`src/rtl/blink_pkg.sv`:
```
// blink_pkg: shared types and constants for the LED blink sequencer.
`default_nettype none

package blink_pkg;

  localparam int DEFAULT_PRESC_DIV = 480000;
  localparam int BLINK_DUR_W       = 8;

  typedef enum logic [1:0] {
    IDLE = 2'd0,
    LOAD = 2'd1,
    PLAY = 2'd2
  } blink_state_e;

  // FIFO entry; the module DUR_W must not exceed BLINK_DUR_W.
  typedef struct packed {
    logic [2:0]             rgb;
    logic [BLINK_DUR_W-1:0] dur;
  } blink_cmd_t;

endpackage

`default_nettype wire

```
`src/rtl/blink_prescaler.sv`:
```
// blink_prescaler: free-running divider emitting one tick every PRESC_DIV cycles.
`default_nettype none

module blink_prescaler #(
  parameter int PRESC_DIV = 480000
) (
  input  logic clk,
  input  logic rst_n,
  input  logic clear_i,
  output logic tick_o
);

  localparam int CW = (PRESC_DIV > 1) ? $clog2(PRESC_DIV) : 1;
  localparam logic [CW-1:0] LAST = CW'(PRESC_DIV - 1);

  logic [CW-1:0] cnt_q;
  logic [CW-1:0] cnt_d;

  assign tick_o = (cnt_q == LAST);

  always_comb begin
    cnt_d = cnt_q + 1'b1;
    if (clear_i || tick_o) begin
      cnt_d = '0;
    end
  end

  always_ff @(posedge clk or negedge rst_n) begin
    if (!rst_n) begin
      cnt_q <= '0;
    end else begin
      cnt_q <= cnt_d;
    end
  end

endmodule

`default_nettype wire

```
`src/rtl/blink_sequencer.sv`:
```
// blink_sequencer: queued {colour, duration} steps played on a registered RGB output.
`default_nettype none

module blink_sequencer
  import blink_pkg::*;
#(
  parameter int PRESC_DIV = DEFAULT_PRESC_DIV,
  parameter int DEPTH     = 8,
  parameter int DUR_W     = BLINK_DUR_W
) (
  input  logic             clk,
  input  logic             rst_n,
  input  logic             cmd_valid_i,
  output logic             cmd_ready_o,
  input  logic [2:0]       cmd_rgb_i,
  input  logic [DUR_W-1:0] cmd_dur_i,
  input  logic             abort_i,
  output logic [2:0]       rgb_o,
  output logic             busy_o,
  output logic             step_done_o
);

  localparam int AW = $clog2(DEPTH);

  blink_state_e   state_q, state_d;
  logic [2:0]     rgb_q, rgb_d;
  logic [DUR_W-1:0] rem_q, rem_d;
  logic           step_done_q, step_done_d;

  blink_cmd_t     mem_q [DEPTH];
  logic [AW-1:0]  wr_ptr_q, rd_ptr_q;
  logic [AW:0]    count_q, count_d;

  logic           w_full, w_empty, w_push, w_pop, w_tick;
  blink_cmd_t     w_entry, w_head;

  assign w_full      = (count_q == (AW+1)'(DEPTH));
  assign w_empty     = (count_q == '0);
  assign cmd_ready_o = !w_full && !abort_i;
  assign w_push      = cmd_valid_i && cmd_ready_o;
  assign w_head      = mem_q[rd_ptr_q];

  assign w_entry.rgb = cmd_rgb_i;
  assign w_entry.dur = BLINK_DUR_W'(cmd_dur_i);

  blink_prescaler #(
    .PRESC_DIV(PRESC_DIV)
  ) u_presc (
    .clk    (clk),
    .rst_n  (rst_n),
    .clear_i((state_q != PLAY) || abort_i),
    .tick_o (w_tick)
  );

  always_comb begin
    count_d = count_q;
    if (abort_i) begin
      count_d = '0;
    end else if (w_push && !w_pop) begin
      count_d = count_q + 1'b1;
    end else if (!w_push && w_pop) begin
      count_d = count_q - 1'b1;
    end
  end

  always_ff @(posedge clk or negedge rst_n) begin
    if (!rst_n) begin
      wr_ptr_q <= '0;
      rd_ptr_q <= '0;
      count_q  <= '0;
    end else begin
      count_q <= count_d;
      if (abort_i) begin
        wr_ptr_q <= '0;
        rd_ptr_q <= '0;
      end else begin
        if (w_push) wr_ptr_q <= wr_ptr_q + 1'b1;
        if (w_pop)  rd_ptr_q <= rd_ptr_q + 1'b1;
      end
    end
  end

  // Storage needs no reset: occupancy is tracked by count_q alone.
  always_ff @(posedge clk) begin
    if (w_push) begin
      mem_q[wr_ptr_q] <= w_entry;
    end
  end

  always_comb begin
    state_d     = state_q;
    rgb_d       = rgb_q;
    rem_d       = rem_q;
    step_done_d = 1'b0;
    w_pop       = 1'b0;
    if (abort_i) begin
      state_d = IDLE;
      rgb_d   = 3'b000;
    end else begin
      case (state_q)
        IDLE: begin
          rgb_d = 3'b000;
          if (!w_empty) state_d = LOAD;
        end
        LOAD: begin
          w_pop   = 1'b1;
          rgb_d   = w_head.rgb;
          rem_d   = (w_head.dur == '0) ? DUR_W'(1) : DUR_W'(w_head.dur);
          state_d = PLAY;
        end
        PLAY: begin
          if (w_tick) begin
            rem_d = rem_q - 1'b1;
            if (rem_q == DUR_W'(1)) begin
              step_done_d = 1'b1;
              // rgb keeps the old colour through LOAD so the hand-over has no gap.
              if (!w_empty) begin
                state_d = LOAD;
              end else begin
                state_d = IDLE;
                rgb_d   = 3'b000;
              end
            end
          end
        end
        default: state_d = IDLE;
      endcase
    end
  end

  always_ff @(posedge clk or negedge rst_n) begin
    if (!rst_n) begin
      state_q     <= IDLE;
      rgb_q       <= 3'b000;
      rem_q       <= '0;
      step_done_q <= 1'b0;
    end else begin
      state_q     <= state_d;
      rgb_q       <= rgb_d;
      rem_q       <= rem_d;
      step_done_q <= step_done_d;
    end
  end

  assign rgb_o       = rgb_q;
  assign busy_o      = (state_q != IDLE);
  assign step_done_o = step_done_q;

endmodule

`default_nettype wire

```
`config.mk`:
```
export PLATFORM = sky130hd
export DESIGN_NAME = blink_sequencer
export DESIGN_NICKNAME = d
export VERILOG_FILES = /design/src/rtl/blink_pkg.sv /design/src/rtl/blink_prescaler.sv /design/src/rtl/blink_sequencer.sv
export SDC_FILE = /design/constraint.sdc
export NUM_CORES = 1
export LEC_CHECK = 0
export ABC_AREA = 1
export BUFFER_PORTS_ARGS = -buffer_cell sky130_fd_sc_hd__buf_4
export CAP_MARGIN = 20
export CORE_MARGIN = 1
export CORE_UTILIZATION = 24
export CTS_BUF_LIST = sky130_fd_sc_hd__clkbuf_4 sky130_fd_sc_hd__clkbuf_8 sky130_fd_sc_hd__clkbuf_16
export DETAILED_ROUTE_END_ITERATION = 10
export GPL_TIMING_DRIVEN = 0
export HOLD_SLACK_MARGIN = 0.05
export PLACE_DENSITY = 0.46
export SLEW_MARGIN = 0
export SYNTH_ARGS = -nofsm -noshare
export SYNTH_HDL_FRONTEND = slang
export SYNTH_SLANG_ARGS = --single-unit
```
`constraint.sdc`:
```
create_clock -name clk -period 2.1 [get_ports clk]
set_input_delay 0.315 -clock clk [delete_from_list [all_inputs] [get_ports clk]]
set_output_delay 0.315 -clock clk [all_outputs]
set_load 0.01 [all_outputs]
```
[Word-level counts from Yosys, hierarchy flattened]
Memories as Yosys holds them, arrays and structs flattened.
Index checks and enable logic that the tools add are counted.
Storage, ports and cells
  memory bits (writable): 88
  word-level logic and storage cells: 79
  memories: 1
  flip-flop bits (word level): 43
  output and inout bits: 6
Operators by class
  bitwise gates (word level): 1
  mux-type cells: 30
  add/sub/neg operators: 6
  reductions and logical operators: 22
  equal/unequal tests: 11
Memories
  mem_q: depth 8, bits a word 11, rd ports 1, clocked after memory_dff 0, wr ports 1, RTL line blink_sequencer.sv:30  | blink_cmd_t mem_q [DEPTH];
Operators by type and width (count)
  $mux 3: 8
  $add 19x1->19 const B: 1
  $eq 19x19->1 const B: 1
  $mux 19: 1
  $mux 8: 2
  $pmux 8 s2: 1
  $mux 4: 3
  $mux 1: 9
  $ne 3x3->1 const B: 3
  $pmux 3 s3: 1
  $eq 8x1->1 const B: 1
  $logic_not 8->1: 1
  $mux 2: 4
  $reduce_bool 2->1: 4
  $sub 8x1->8 const B: 1
  $add 3x1->3 const B: 2
  $pmux 2 s3: 1
  $reduce_and 3->1: 2
  $add 4x1->4 const B: 1
  $eq 4x4->1 const B: 1
  $logic_and 1x1->1: 4
  $logic_not 1->1: 4
  $logic_not 4->1: 1
  $reduce_and 4->1: 1
  11 further kinds: 12

[Logic depth before layout (Yosys ltp)]
  depth after elaboration: 9
  depth in mapped cells: 13

[By module]
Synthesis repeated with hierarchy kept, for this count alone.
Second synthesis, totals
  cell total of the unflattened synthesis: 665
  area total of the unflattened synthesis: 6238.5 µm²
By module, submodules not included
  blink_sequencer: cells an instance 514, seq. area each 3243.1 µm², area an instance 5119.9 µm², times used 1
  blink_prescaler: cells an instance 151, seq. area each 475.5 µm², area an instance 1118.6 µm², times used 1

[Worst setup path before layout]
No wires, ideal clock.
  kind: input-to-reg
  from: input abort_i
  to: register count_q[3]
  buffers on the path: 1
  arrival: 1.823 ns
  slack: 0.154 ns
  data required time: 1.978 ns
  library setup time: 0.122 ns
  cell stages on the path: 9
  path through: buf_4 -> a31oi_2 -> nand3_1 -> ha_1 -> a21oi_1 -> nand2_1 -> xor2_1 -> xnor2_1 -> o21ai_1
On the way
  word-level cells in the longest chain between the ends: 6
  elaborated cells between the ends (all ways): 11
Ends and longest elaborated chain
  start, declared: RTL line blink_sequencer.sv:17  | input logic abort_i,
  $logic_not 1->1 (*): RTL line blink_sequencer.sv:39  | assign cmd_ready_o = !w_full && !abort_i;
  $logic_and 1x1->1 (*): RTL line blink_sequencer.sv:39
  named net cmd_ready_o: RTL line blink_sequencer.sv:14  | output logic cmd_ready_o,
  $logic_and 1x1->1 (*): RTL line blink_sequencer.sv:40  | assign w_push = cmd_valid_i && cmd_ready_o;
  $logic_and 1x1->1 or $logic_not 1->1 (tied branches): RTL line blink_sequencer.sv:59, blink_sequencer.sv:61
  $mux 4 or $logic_and 1x1->1 (tied branches): RTL line blink_sequencer.sv:59, blink_sequencer.sv:61
  $mux 4 or $reduce_bool 3->1 (tied branches)
  end signal, assigned: RTL line blink_sequencer.sv:72  | count_q <= count_d;
  end, declared: RTL line blink_sequencer.sv:32  | logic [AW:0] count_q, count_d;
The timed path passes the listed nets; every way through them passes the cells marked *.
A chain may end at the register's enable or synchronous reset.

[Worst setup path after layout]
  from: register count_q[2]
  to: memory mem_q[4][3] (netlist name) (enable)
On the way
  word-level cells in the longest chain between the ends: 6
Ends and longest elaborated chain
  $eq 4x4->1: RTL line blink_sequencer.sv:37  | assign w_full = (count_q == (AW+1)'(DEPTH));
  $logic_not 1->1: RTL line blink_sequencer.sv:39
  $logic_and 1x1->1: RTL line blink_sequencer.sv:39
  $logic_and 1x1->1: RTL line blink_sequencer.sv:40
  $mux 1: RTL line blink_sequencer.sv:85  | if (w_push) begin
  $mux 1 (not written as such): RTL line blink_sequencer.sv:86  | mem_q[wr_ptr_q] <= w_entry;
  end, declared: RTL line blink_sequencer.sv:30
Every way passes these cells.

==> flow_summary.json <==
{
  "outcome": "finished clean",
  "timing.final.max_slew_violations": 0,
  "routed-via-count": 4368,
  "fin_hold_ws_ps": 129,
  "slew-limit-headroom_pct": 60.1,
  "die_h_um": 163,
  "core_um2": 25300,
  "portBuffers": 19,
  "syn_inst": 645,
  "drive_gt1_share_pct": 17.0,
  "start_kind": "register",
  "avgSynthCellArea_um2": 9.61,
  "synthAdderAreaFrac_pct": 2.54,
  "initial_core_util_pct": 24.5,
  "cts_tree": "built",
  "rrSetupSlack_ps": 90,
  "synth_warnings": 0,
  "hold_viol": 0,
  "synth-simple-area-share_pct": 22.5,
  "ys_ff_latch": 131,
  "whs_path_depth": 1,
  "cts.clk_slew.worst_paths_ps": 60,
  "vias_per_cell": 4.19,
  "synth_flop_cell": "edfxtp_1",
  "drv_cap": 0,
  "rr_endpoint": "mem_q[4][3]",
  "cts-root-buf": "clkbuf_16",
  "areaGrowthSynthToFinish_pct": 22.1,
  "synth_top_family_by_area": "simple AND/OR/NAND/NOR gates",
  "grt_pass1_vias": 4252,
  "insertion_delay_ps": 410,
  "synthXorXnorAreaFrac_pct": 1.41,
  "gp_congestion": 0.772,
  "synthMuxAreaShare_pct": 0,
  "layout_commonest_cell": "nand2_1",
  "fmaxAchievable_mhz": 497,
  "diodes": 0,
  "ant_nets": 0,
  "grt_overflow": 0,
  "drt_wl_total_um": 14400,
  "pwr_density_cell_nw_per_um2": 1130,
  "cts_sinks": 131,
  "hold_end": "mem_q[6][8]",
  "ir_worst_vdd_mv": 0.447,
  "first_pass_iters": 5,
  "cts_buffers": 17,
  "critPathRequiredTime_ps": 2230,
  "stdcell_count": 1042,
  "min_from": "cmd_rgb_i[0]",
  "p_leak_nw": 3.13,
  "io_pins": 21,
  "grt_start_max_net_pins": 44,
  "rsz0062_at_grt": "true",
  "tightest_slew_ps": 599,
  "antenna_found_initial": 0,
  "grt_pass1_wl_um": 23100,
  "finalSetupViolCount": 0,
  "avgRoutedWirePerCell_um": 13.8,
  "crit_type": "reg -> reg",
  "dpl_cell_area_um2": 6840,
  "cp_data_arrival_time_ps": 2140,
  "fin_crit_ps": 2010,
  "first_iter_violations": 273,
  "fin_area_um2": 7570,
  "final_cell_mix": "163 x nand2_1, 88 x edfxtp_1, 78 x inv_1, 63 x nor2_1, 51 x nand3_1",
  "r2r_cells": 7,
  "timing.rr.start": "count_q[2]",
  "synthesis.nets": 672,
  "dp_hpwl_um": 9950,
  "die_area_um2": 26500,
  "power_w": 0.00854,
  "syn_area_um2": 6200,
  "drc": 0,
  "worstSetupEndpointType": "register",
  "yosysSeqAreaShare_pct": 60.0,
  "synth-edff-count": 88,
  "ys_types": 40,
  "synth-compound-area-share_pct": 6.48,
  "crit_fanout": 5,
  "numPlacedInstances": 1001,
  "ys_async_sr_fraction_pct": 32.8,
  "die_w_um": 163,
  "htree_levels": 4,
  "finClkSkew_ps": 7.61,
  "period_share_pct": 95.8,
  "fp-row-count": 58,
  "nets": 726,
  "clk_path_buf_depth": 2,
  "hold_path_class": "in -> reg",
  "track_usage_pct": 11.7
}
==> cell families (layout without fill, tap and decap cells) <==
kind of cell / count (synthesis) / count (layout)
AO/OA/AOI/OAI: 69 / 69
XOR/XNOR: 10 / 10
adder cells (fa/ha/maj): 12 / 12
buffers and inverters: 101 / 168
flip-flops: 131 / 131
AND/OR/NAND/NOR: 322 / 322
==> through the flow <==
| stage | worst slack [ps] | TNS [ps] | utilization, % |
|---|---|---|---|
| after global routing | -50.6 | -126 | 30.0 |
| final | 88.3 | 0 | 30.0 |
| after global placement | -525 | -40810 | 26.7 |
| after floorplan | 154 | 0 | - |
| after detailed placement | -209 | -5730 | 27.1 |
| after CTS | -23.4 | -24.8 | 29.6 |
==> sequential cells by signal (all words and copies together) (netlist names) <==
name           flops
count_q            4
mem_q             88
rd_ptr_q           3
rem_q              8
rgb_o              3
state_q            2
step_done_o        1
u_presc.cnt_q     19
wr_ptr_q           3
==> repair_timing <==
| action | in CTS | in global routing |
|---|---|---|
| gates resized for setup | 8 | 10 |
| pin swaps | 0 | 5 |
| endpoints found under the setup margin | 52 | 38 |
| hold buffers | 1 | 0 |
| setup buffers | 0 | 8 |
| endpoints found under the hold margin | 43 | 0 |
==> where the power goes <==
part           switching (W)  internal [W]
Combinational        0.00155      0.000843
Clock                0.00120       0.00180
Sequential          0.000152       0.00299
Total                0.00291       0.00563
==> layer usage <==
metal  wire length (um)  up-vias  track usage (%)
met5                  0        -                0
met4                101        0             3.02
met3                513        8             2.88
met2               6900       63             19.1
met1               6860     2066             15.4
li1                   -     2231                -
==> cell type report <==
cell class                 instances  area (um2)
inverter                          82         313
tap                              330         413
timing repair buffer              35         292
multi-input combinational        413        2110
clock inverter                    14         164
sequential                       131        3720
fill                            2643       17700
clock buffer                      18         433
buffer                            19         129
==> worst max-delay path by stage <==
stage / from / end / slack, ps / cells after the start
6_report: count_q[2] / mem_q[4][3] / 90 / 7
5_1_grt: state_q[1] / count_q[3] / -50 / 10
4_1_cts: state_q[1] / count_q[3] / -20 / 10
3_5_place_dp: abort_i / mem_q[2][4] / -210 / 7
3_3_place_gp: abort_i / mem_q[2][4] / -520 / 6
2_1_floorplan: abort_i / count_q[3] / 150 / 9
==> cell usage after synthesis, drive strengths merged (6+ instances only) <==
master | number | share of area (%)
buf | 16 | 1.9
nor2 | 76 | 5.0
a21oi | 9 | 0.73
o22ai | 6 | 0.61
o21ai | 42 | 3.6
inv | 81 | 4.9
dfrtp | 43 | 17
ha | 11 | 2.2
xor2 | 8 | 1.1
edfxtp | 88 | 43
nand4 | 6 | 0.61
nor3 | 12 | 1.3
nand2 | 171 | 11
nand3 | 54 | 4.6
==> worst max-delay path, cell delays in order (launching register included) <==
cell,delay [ps]
dfrtp_1,390
inv_1,100
a31oi_2,280
nand2_1,140
inv_1,140
nand2_1,250
nor2_4,250
buf_4,180
(Power assumes the default switching activity.)
